===== src/rtl/bus_fifo_slave.sv =====
// Bus slave exposing a 32-bit FIFO through DATA/STATUS/CTRL/THRESH registers.
// Define FIFO_SLAVE_IRQ_EN to build the threshold interrupt (THRESH, CTRL.irq_en, irq).
module bus_fifo_slave #(
   parameter int DEPTH = 16,
   parameter int CW    = $clog2(DEPTH) + 1
) (
   input  logic        clk,
   input  logic        reset_n,
   input  logic        s_sel,
   input  logic        s_wr,
   input  logic [7:0]  s_address,
   input  logic [31:0] s_din,
   output logic [31:0] s_dout,
   output logic        irq
);

   localparam int AW = $clog2(DEPTH);
   localparam logic [CW-1:0] FULL_CNT = CW'(DEPTH);

   logic [31:0]   r_mem [DEPTH];
   logic [AW-1:0] r_wr_ptr;
   logic [AW-1:0] r_rd_ptr;
   logic [CW-1:0] r_count;
   logic          r_ovf;
   logic          r_udf;
   logic [31:0]   r_dout;
   logic          r_irq_en;
   logic [CW-1:0] r_thresh;

   logic [2:0]    w_off;
   logic          w_empty;
   logic          w_full;
   logic          w_push;
   logic          w_pop;
   logic          w_wr_status;
   logic          w_wr_ctrl;
   logic          w_wr_thresh;
   logic [31:0]   w_status;
   logic [31:0]   w_rdata;
   logic          w_unused_addr;

   assign w_off         = s_address[2:0];
   assign w_unused_addr = &s_address[7:3];
   assign w_empty       = (r_count == '0);
   assign w_full        = (r_count == FULL_CNT);
   assign w_push        = s_sel &&  s_wr && (w_off == 3'd0);
   assign w_pop         = s_sel && !s_wr && (w_off == 3'd0);
   assign w_wr_status   = s_sel &&  s_wr && (w_off == 3'd1);
   assign w_wr_ctrl     = s_sel &&  s_wr && (w_off == 3'd2);
   assign w_wr_thresh   = s_sel &&  s_wr && (w_off == 3'd3);

   always_comb begin
      w_status         = '0;
      w_status[0]      = w_empty;
      w_status[1]      = w_full;
      w_status[2]      = r_ovf;
      w_status[3]      = r_udf;
      w_status[8 +: CW] = r_count;
   end

   // Read mux reflects pre-access state; a pop on empty returns 0.
   always_comb begin
      w_rdata = '0;
      case (w_off)
         3'd0:    w_rdata = w_empty ? 32'd0 : r_mem[r_rd_ptr];
         3'd1:    w_rdata = w_status;
         3'd2:    w_rdata[0] = r_irq_en;
         3'd3:    w_rdata[CW-1:0] = r_thresh;
         default: w_rdata = '0;
      endcase
   end

   // Storage is not reset; pointers and count define what is valid.
   always_ff @(posedge clk) begin
      if (w_push && !w_full)
         r_mem[r_wr_ptr] <= s_din;
   end

   always_ff @(posedge clk or negedge reset_n) begin
      if (!reset_n) begin
         r_wr_ptr <= '0;
         r_rd_ptr <= '0;
         r_count  <= '0;
         r_ovf    <= 1'b0;
         r_udf    <= 1'b0;
         r_dout   <= '0;
      end else begin
         r_dout <= (s_sel && !s_wr) ? w_rdata : 32'd0;
         if (w_push) begin
            if (w_full) begin
               r_ovf <= 1'b1;
            end else begin
               r_wr_ptr <= r_wr_ptr + AW'(1);
               r_count  <= r_count + CW'(1);
            end
         end
         if (w_pop) begin
            if (w_empty) begin
               r_udf <= 1'b1;
            end else begin
               r_rd_ptr <= r_rd_ptr + AW'(1);
               r_count  <= r_count - CW'(1);
            end
         end
         if (w_wr_status) begin
            if (s_din[2]) r_ovf <= 1'b0;
            if (s_din[3]) r_udf <= 1'b0;
         end
         if (w_wr_ctrl && s_din[1]) begin
            r_wr_ptr <= '0;
            r_rd_ptr <= '0;
            r_count  <= '0;
         end
      end
   end

`ifdef FIFO_SLAVE_IRQ_EN
   always_ff @(posedge clk or negedge reset_n) begin
      if (!reset_n) begin
         r_irq_en <= 1'b0;
         r_thresh <= '0;
      end else begin
         if (w_wr_ctrl)   r_irq_en <= s_din[0];
         if (w_wr_thresh) r_thresh <= s_din[CW-1:0];
      end
   end

   assign irq = r_irq_en && (r_thresh != '0) && (r_count >= r_thresh);
`else
   logic w_unused_thresh_wr;

   assign r_irq_en           = 1'b0;
   assign r_thresh           = '0;
   assign w_unused_thresh_wr = w_wr_thresh;
   assign irq                = 1'b0;
`endif

   assign s_dout = r_dout;

endmodule


===== config.mk =====
export PLATFORM = sky130hd
export DESIGN_NAME = bus_fifo_slave
export DESIGN_NICKNAME = d
export VERILOG_FILES = /design/src/rtl/bus_fifo_slave.sv
export SDC_FILE = /design/constraint.sdc
export NUM_CORES = 1
export LEC_CHECK = 0
export BUFFER_PORTS_ARGS = -buffer_cell sky130_fd_sc_hd__buf_2
export CORE_MARGIN = 2
export CORE_UTILIZATION = 61
export CTS_CLUSTER_SIZE = 10
export DETAILED_ROUTE_END_ITERATION = 7
export HOLD_SLACK_MARGIN = 0.05
export PLACE_DENSITY_LB_ADDON = 0.1
export SLEW_MARGIN = 20
export SYNTH_ARGS = -nofsm -noshare
export SYNTH_HDL_FRONTEND = slang
export SYNTH_SLANG_ARGS = --single-unit

===== constraint.sdc =====
create_clock -name clk -period 7 [get_ports clk]
set_clock_uncertainty 0.05 [all_clocks]
set_input_delay 0.35 -clock clk [delete_from_list [all_inputs] [get_ports clk]]
set_output_delay 0.35 -clock clk [all_outputs]
set_load 0.05 [all_outputs]

==> flow_metrics.py, run 1 <==
metrics = {
    "clock_tree": {
        "cts_tree": "yes",
        "cts.sinks": 559,
        "insertion_delay_ns": 0.59,
        "clockBufferDepth": 3,
        "cts_setup_buffers": 0,
        "htree_levels": 2,
        "cts_hold_buffers": 2,
        "tritoncts.num_buffers": 61,
        "cts_root_buf": "clkbuf_16",
        "cts-resized-gates": 0,
        "clkTransAtPathRegs_ns": 0.06,
    },
    "finish": {
        "syn2layout_area_growth_pct": 12.9,
        "final_common_cell": "edfxtp_1",
        "drive_above_1_share": 0.284,
        "fillers": 2128,
        "final_cell_area_um2": 24200,
        "final_util": 0.700,
        "final_cell_mix": "edfxtp_1, mux4_2, buf_2",
        "fin_nets": 1137,
    },
    "setup_path": {
        "r2r-end": "r_mem[9][6]$_DFFE_PP_",
        "crit_type": "flop to flop",
        "reg2reg_from": "r_count[0]$_DFF_PN0_",
        "critical_path_arrival_ns": 4.03,
        "critPathLaunchType": "flop",
        "reg2reg_depth": 8,
        "crit_path_end_kind": "flop",
        "startpoint": "r_count[0]$_DFF_PN0_",
        "cp.required_ns": 7.19,
        "rrSetupSlack_ns": 3.16,
        "endpoint": "r_mem[9][6]$_DFFE_PP_",
        "critPathMaxFanout": 18,
    },
    "synthesis": {
        "synth_area_leader_cell": "edfxtp_1",
        "ys_types": 46,
        "yosys_register_bits": 559,
        "yosys-top-cells-area": "edfxtp_1, mux4_2, dfrtp_1",
        "synth.top_cell.area_share": 0.716,
        "synthArstFlopShare": 0.0841,
        "synth_flop_cell": "edfxtp_1",
        "synth.net_count": 1034,
        "synthesis.instances": 983,
        "synth_edf_count": 512,
        "synthesis.yosys.warnings": 0,
        "synth_seq_area_share": 0.771,
        "syn_area_um2": 21500,
        "synth_area_per_cell_um2": 21.8,
    },
    "global_route": {
        "grt_max_degree": 69,
        "grt.overflow.total": 0,
        "grt_pass1_vias": 10300,
        "antenna_found_initial": 3,
        "grt_util_all_layers": 0.248,
        "grt_pass1_wl_mm": 65.0,
    },
    "die": {
        "rows": 68,
        "die-height_um": 192,
        "pin_count": 77,
        "start_util": 0.620,
        "fp.dieArea_um2": 36700,
        "core_um2": 34600,
        "die_w_um": 192,
    },
    "route": {
        "dr.pass1.iters": 5,
        "first_iter_violations": 823,
        "drcViolationCount": 0,
        "vias": 10000,
        "wl_mm": 43.3,
        "ant_nets": 0,
        "viasPerCell": 6.29,
        "wl_per_cell_um": 27.2,
    },
    "sta": {
        "tightest_slew_ns": 1.09,
        "slew_viol_final": 0,
        "max_freq_ghz": 0.261,
        "setup_viol": 0,
        "rsz0062_at_grt": "no",
        "hold_viol": 0,
        "period_needed_ns": 3.84,
        "setup_tns_ns": 0,
        "hold_ws_ns": 0.0812,
        "finalCritPeriodShare": 0.548,
        "relSlewSlack": 0.272,
    },
    "placement": {
        "io_buffers": 70,
        "dp_hpwl_mm": 21.8,
        "dpl_cell_area_um2": 22400,
        "routabilityCongestion": 0.753,
    },
    "run": {
        "cap_violations": 0,
    },
    "status": {
        "outcome": "finished, final reports clean",
    },
    "pwr": {
        "ir_worst_vdd_mv": 0.230,
        "cellPowerDensity_nw_per_um2": 320,
        "p_leak_nw": 7.81,
    },
    "hold_path": {
        "hold_class": "primary input to flop",
    },
}
-- critical path, cell delays in order (launching register included) --
cell      delay (ns)
dfrtp_1         0.46
inv_1           0.09
ha_1            0.27
nor4bb_1        0.16
buf_4           0.18
nor3_1          0.59
nand3b_1        0.46
nor2_4          0.73
buf_4           0.49
-- layout make-up --
cell class,instances,area (um^2),area share
Multi-Input combinational cell,356,4680,0.193
Timing Repair Buffer,98,606,0.0250
Tap cell,455,569,0.0235
Sequential cell,559,16600,0.684
Inverter,10,37.5,0.00155
Clock inverter,1,8.76,0.000361
Clock buffer,114,1770,0.0730
Antenna cell,1,2.50,0.000103
-- stage by stage --
stage	std cells	setup WS, ns	power, mW
final	1594	3.16	7.77
after global routing	1593	3.01	8.07
after CTS	1591	3.14	7.84
after detailed placement	1474	3.18	4.99
after global placement	1474	3.27	4.97
after floorplan	983	2.03	4.75
-- power breakdown --
part	switching, mW	leakage (nW)	internal (mW)
clock	1.19	0.841	1.67
sequential	0.130	5.23	3.69
combinational	0.494	1.74	0.591
-- kinds of logic (layout without fill, tap and decap cells) --
family | after synthesis | in the layout | share of synthesized area
compound gates | 71 | 71 | 0.0249
xor+xnor | 7 | 7 | 0.00286
fa+ha+maj | 7 | 7 | 0.00408
buf+inv | 68 | 223 | 0.0149
flops | 559 | 559 | 0.771
mux | 171 | 171 | 0.155
other cells | 1 | 2 | 0.000175
simple gates | 99 | 99 | 0.0274
-- layer usage --
layer,routed length (um),vias up,track usage
met2,21400,320,0.396
met5,24,-,0
met3,2630,67,0.0422
met1,18500,5316,0.365
li1,-,4321,-
met4,801,4,0.0636
-- Yosys cell counts (2+ instances only) --
cell / n
edfxtp_1: 512
nor4bb_1: 2
xnor2_1: 5
clkbuf_1: 17
buf_2: 30
mux2i_1: 34
nor2b_1: 23
buf_4: 7
nand3_1: 3
ha_1: 7
nor3_1: 5
nand2_1: 12
nand3b_1: 2
o211ai_1: 2
mux2_2: 9
nor4_1: 8
buf_1: 3
or3_1: 3
a211oi_1: 46
a221o_1: 8
nor2_1: 19
and2_1: 9
nor4b_1: 2
dfrtp_1: 47
a21oi_1: 7
mux4_2: 128
inv_1: 10
o21ai_0: 4
xor2_1: 2
-- state kept, by name (all words and copies together), names as in the netlist --
register / flops
r_mem: 512
s_dout: 32
r_count: 5
r_rd_ptr: 4
r_wr_ptr: 4
r_ovf: 1
r_udf: 1
-- worst min path at each step --
stage / startpoint / endpoint / slack (ns) / depth (start not counted)
2_1_floorplan: reset_n / r_count[0]$_DFF_PN0_ / 0.004 / 0
3_3_place_gp: r_udf$_DFF_PN0_ / r_udf$_DFF_PN0_ / 0.47 / 2
3_5_place_dp: r_udf$_DFF_PN0_ / r_udf$_DFF_PN0_ / 0.48 / 2
4_1_cts: s_din[23] / r_mem[5][23]$_DFFE_PP_ / 0.05 / 1
5_1_grt: s_din[16] / r_mem[5][16]$_DFFE_PP_ / 0.07 / 1
6_report: s_din[21] / r_mem[7][21]$_DFFE_PP_ / 0.08 / 1
Note: power is estimated with default switching activity, not from simulation.
==> run 2: changes to the inputs <==
--- a/config.mk
+++ b/config.mk
@@ -7,7 +7,7 @@
 export LEC_CHECK = 0
 export BUFFER_PORTS_ARGS = -buffer_cell sky130_fd_sc_hd__buf_2
 export CORE_MARGIN = 2
-export CORE_UTILIZATION = 61
+export CORE_UTILIZATION = 55
 export CTS_CLUSTER_SIZE = 10
 export DETAILED_ROUTE_END_ITERATION = 7
 export HOLD_SLACK_MARGIN = 0.05
==> constraint.sdc (replaced) <==
create_clock -name clk -period 3.3 [get_ports clk]
set_clock_uncertainty 0.05 [all_clocks]
set_input_delay 0.165 -clock clk [delete_from_list [all_inputs] [get_ports clk]]
set_output_delay 0.165 -clock clk [all_outputs]
set_load 0.05 [all_outputs]
==> flow_metrics.py, run 2 (synthesis results as in run 1) <==
metrics = {
    "setup_path": {
        "reg2reg_from": "r_count[0]$_DFF_PN0_",
        "startpoint": "r_count[0]$_DFF_PN0_",
        "rrSetupSlack_ns": 0.35,
        "critPathMaxFanout": 25,
        "crit_path_end_kind": "flop",
        "crit_type": "flop to flop",
        "critical_path_arrival_ns": 3.16,
        "critPathLaunchType": "flop",
        "cp.required_ns": 3.51,
    },
    "route": {
        "vias": 10400,
        "wl_mm": 44.0,
        "first_iter_violations": 758,
        "wl_per_cell_um": 25.5,
        "drcViolationCount": 0,
        "ant_nets": 0,
        "viasPerCell": 5.99,
        "dr.pass1.iters": 5,
    },
    "clock_tree": {
        "clkTransAtPathRegs_ns": 0.06,
        "cts_root_buf": "clkbuf_16",
        "cts_setup_buffers": 0,
        "clockBufferDepth": 3,
        "insertion_delay_ns": 0.58,
        "cts_tree": "yes",
        "cts.sinks": 559,
        "cts_hold_buffers": 42,
        "htree_levels": 3,
        "cts-resized-gates": 0,
        "tritoncts.num_buffers": 66,
    },
    "die": {
        "die-height_um": 202,
        "pin_count": 77,
        "fp.dieArea_um2": 40600,
        "die_w_um": 202,
        "core_um2": 38600,
        "rows": 72,
        "start_util": 0.557,
    },
    "pwr": {
        "ir_worst_vdd_mv": 0.534,
        "p_leak_nw": 8.25,
        "cellPowerDensity_nw_per_um2": 682,
        "p_total_mw": 17.2,
    },
    "sta": {
        "max_freq_ghz": 0.339,
        "period_needed_ns": 2.95,
        "relSlewSlack": 0.333,
        "rsz0062_at_grt": "no",
        "setup_tns_ns": 0,
        "timing.final.ws_setup_ns": 0.348,
        "slew_viol_final": 0,
        "setup_viol": 0,
        "tightest_slew_ns": 0.997,
        "finalCritPeriodShare": 0.894,
        "hold_viol": 0,
    },
    "finish": {
        "final_cell_area_um2": 25300,
        "n_antenna_cell": 0,
        "regMostFlops": "r_mem",
        "final_common_cell": "edfxtp_1",
        "final_cell_mix": "edfxtp_1, mux4_2, buf_2",
        "final_util": 0.656,
        "fin_nets": 1208,
        "syn2layout_area_growth_pct": 17.8,
        "largest_reg_flops": 512,
        "drive_above_1_share": 0.299,
    },
    "placement": {
        "routabilityCongestion": 0.770,
        "pre_cts_slack_ns": 0.374,
        "io_buffers": 70,
        "dp_hpwl_mm": 24.1,
        "dpl_cell_area_um2": 22900,
    },
    "global_route": {
        "antenna_found_initial": 0,
        "grt.overflow.total": 0,
        "grt_pass1_vias": 10700,
        "grt_pass1_wl_mm": 66.9,
        "grt_util_all_layers": 0.225,
        "grt_max_degree": 48,
    },
    "hold_path": {
        "hold_start": "s_sel",
        "hold_class": "primary input to flop",
    },
    "status": {
        "outcome": "finished, final reports clean",
    },
    "run": {
        "cap_violations": 0,
    },
}
run 2: cell count changes in the layout (fill, tap and decap cells not counted), moves of 2 or more:
cell           previous run  this run
nor4_2                    4         1
clkbuf_1                 51        44
and2_4                    3         0
buf_12                    0        17
and2_2                    5         8
clkinv_8                  0         3
clkbuf_8                  0         2
buf_16                    2         0
clkbuf_16                63        68
buf_4                    24        35
dlygate4sd3_1             2        42
nor4_4                    1         4
run 2: stage by stage:
step	cells	hold slack, ns
2_1_floorplan	983	-0.181
3_3_place_gp	1565	0.111
3_5_place_dp	1565	0.109
4_1_cts	1727	0.0636
5_1_grt	1727	0.0867
6_report	1727	0.0969
run 2: worst paths after layout:
kind | to | depth (start not counted)
max | r_mem[4][16]$_DFFE_PP_ | 8
min | r_ovf$_DFF_PN0_ | 4
max reg2reg | r_mem[4][16]$_DFFE_PP_ | 8
min reg2reg | r_ovf$_DFF_PN0_ | 2
max in group asynchronous | r_rd_ptr[3]$_DFFE_PN0P_ | 4
min in group asynchronous | s_dout[29]$_DFF_PN0_ | 3
run 2: layout make-up:
cell class,count,area [um^2]
Clock buffer,114,1890
Clock inverter,6,71.3
Fill cell,2606,13300
Inverter,10,37.5
Multi-Input combinational cell,356,4700
Sequential cell,559,16600
Tap cell,518,648
Timing Repair Buffer,164,1370
run 2: worst max-delay path: stages (launching register included):
cell,delay (ns)
dfrtp_1,0.45
inv_1,0.09
ha_1,0.26
nor4bb_1,0.17
buf_4,0.16
or3_1,0.32
nor3b_1,0.44
and2_2,0.41
buf_12,0.26
run 2: report_power, final:
part	switching (mW)	total, mW	internal [mW]
clock network	2.65	6.56	3.90
logic	1.22	2.61	1.40
registers	0.247	8.08	7.83
total	4.12	17.2	13.1
run 2: routing by layer:
metal	part of all wire	vias to the layer above	track usage
met5	0	-	0
met4	0.018	0	0.0651
met3	0.061	61	0.0450
met2	0.48	301	0.349
met1	0.44	5520	0.331
li1	-	4468	-
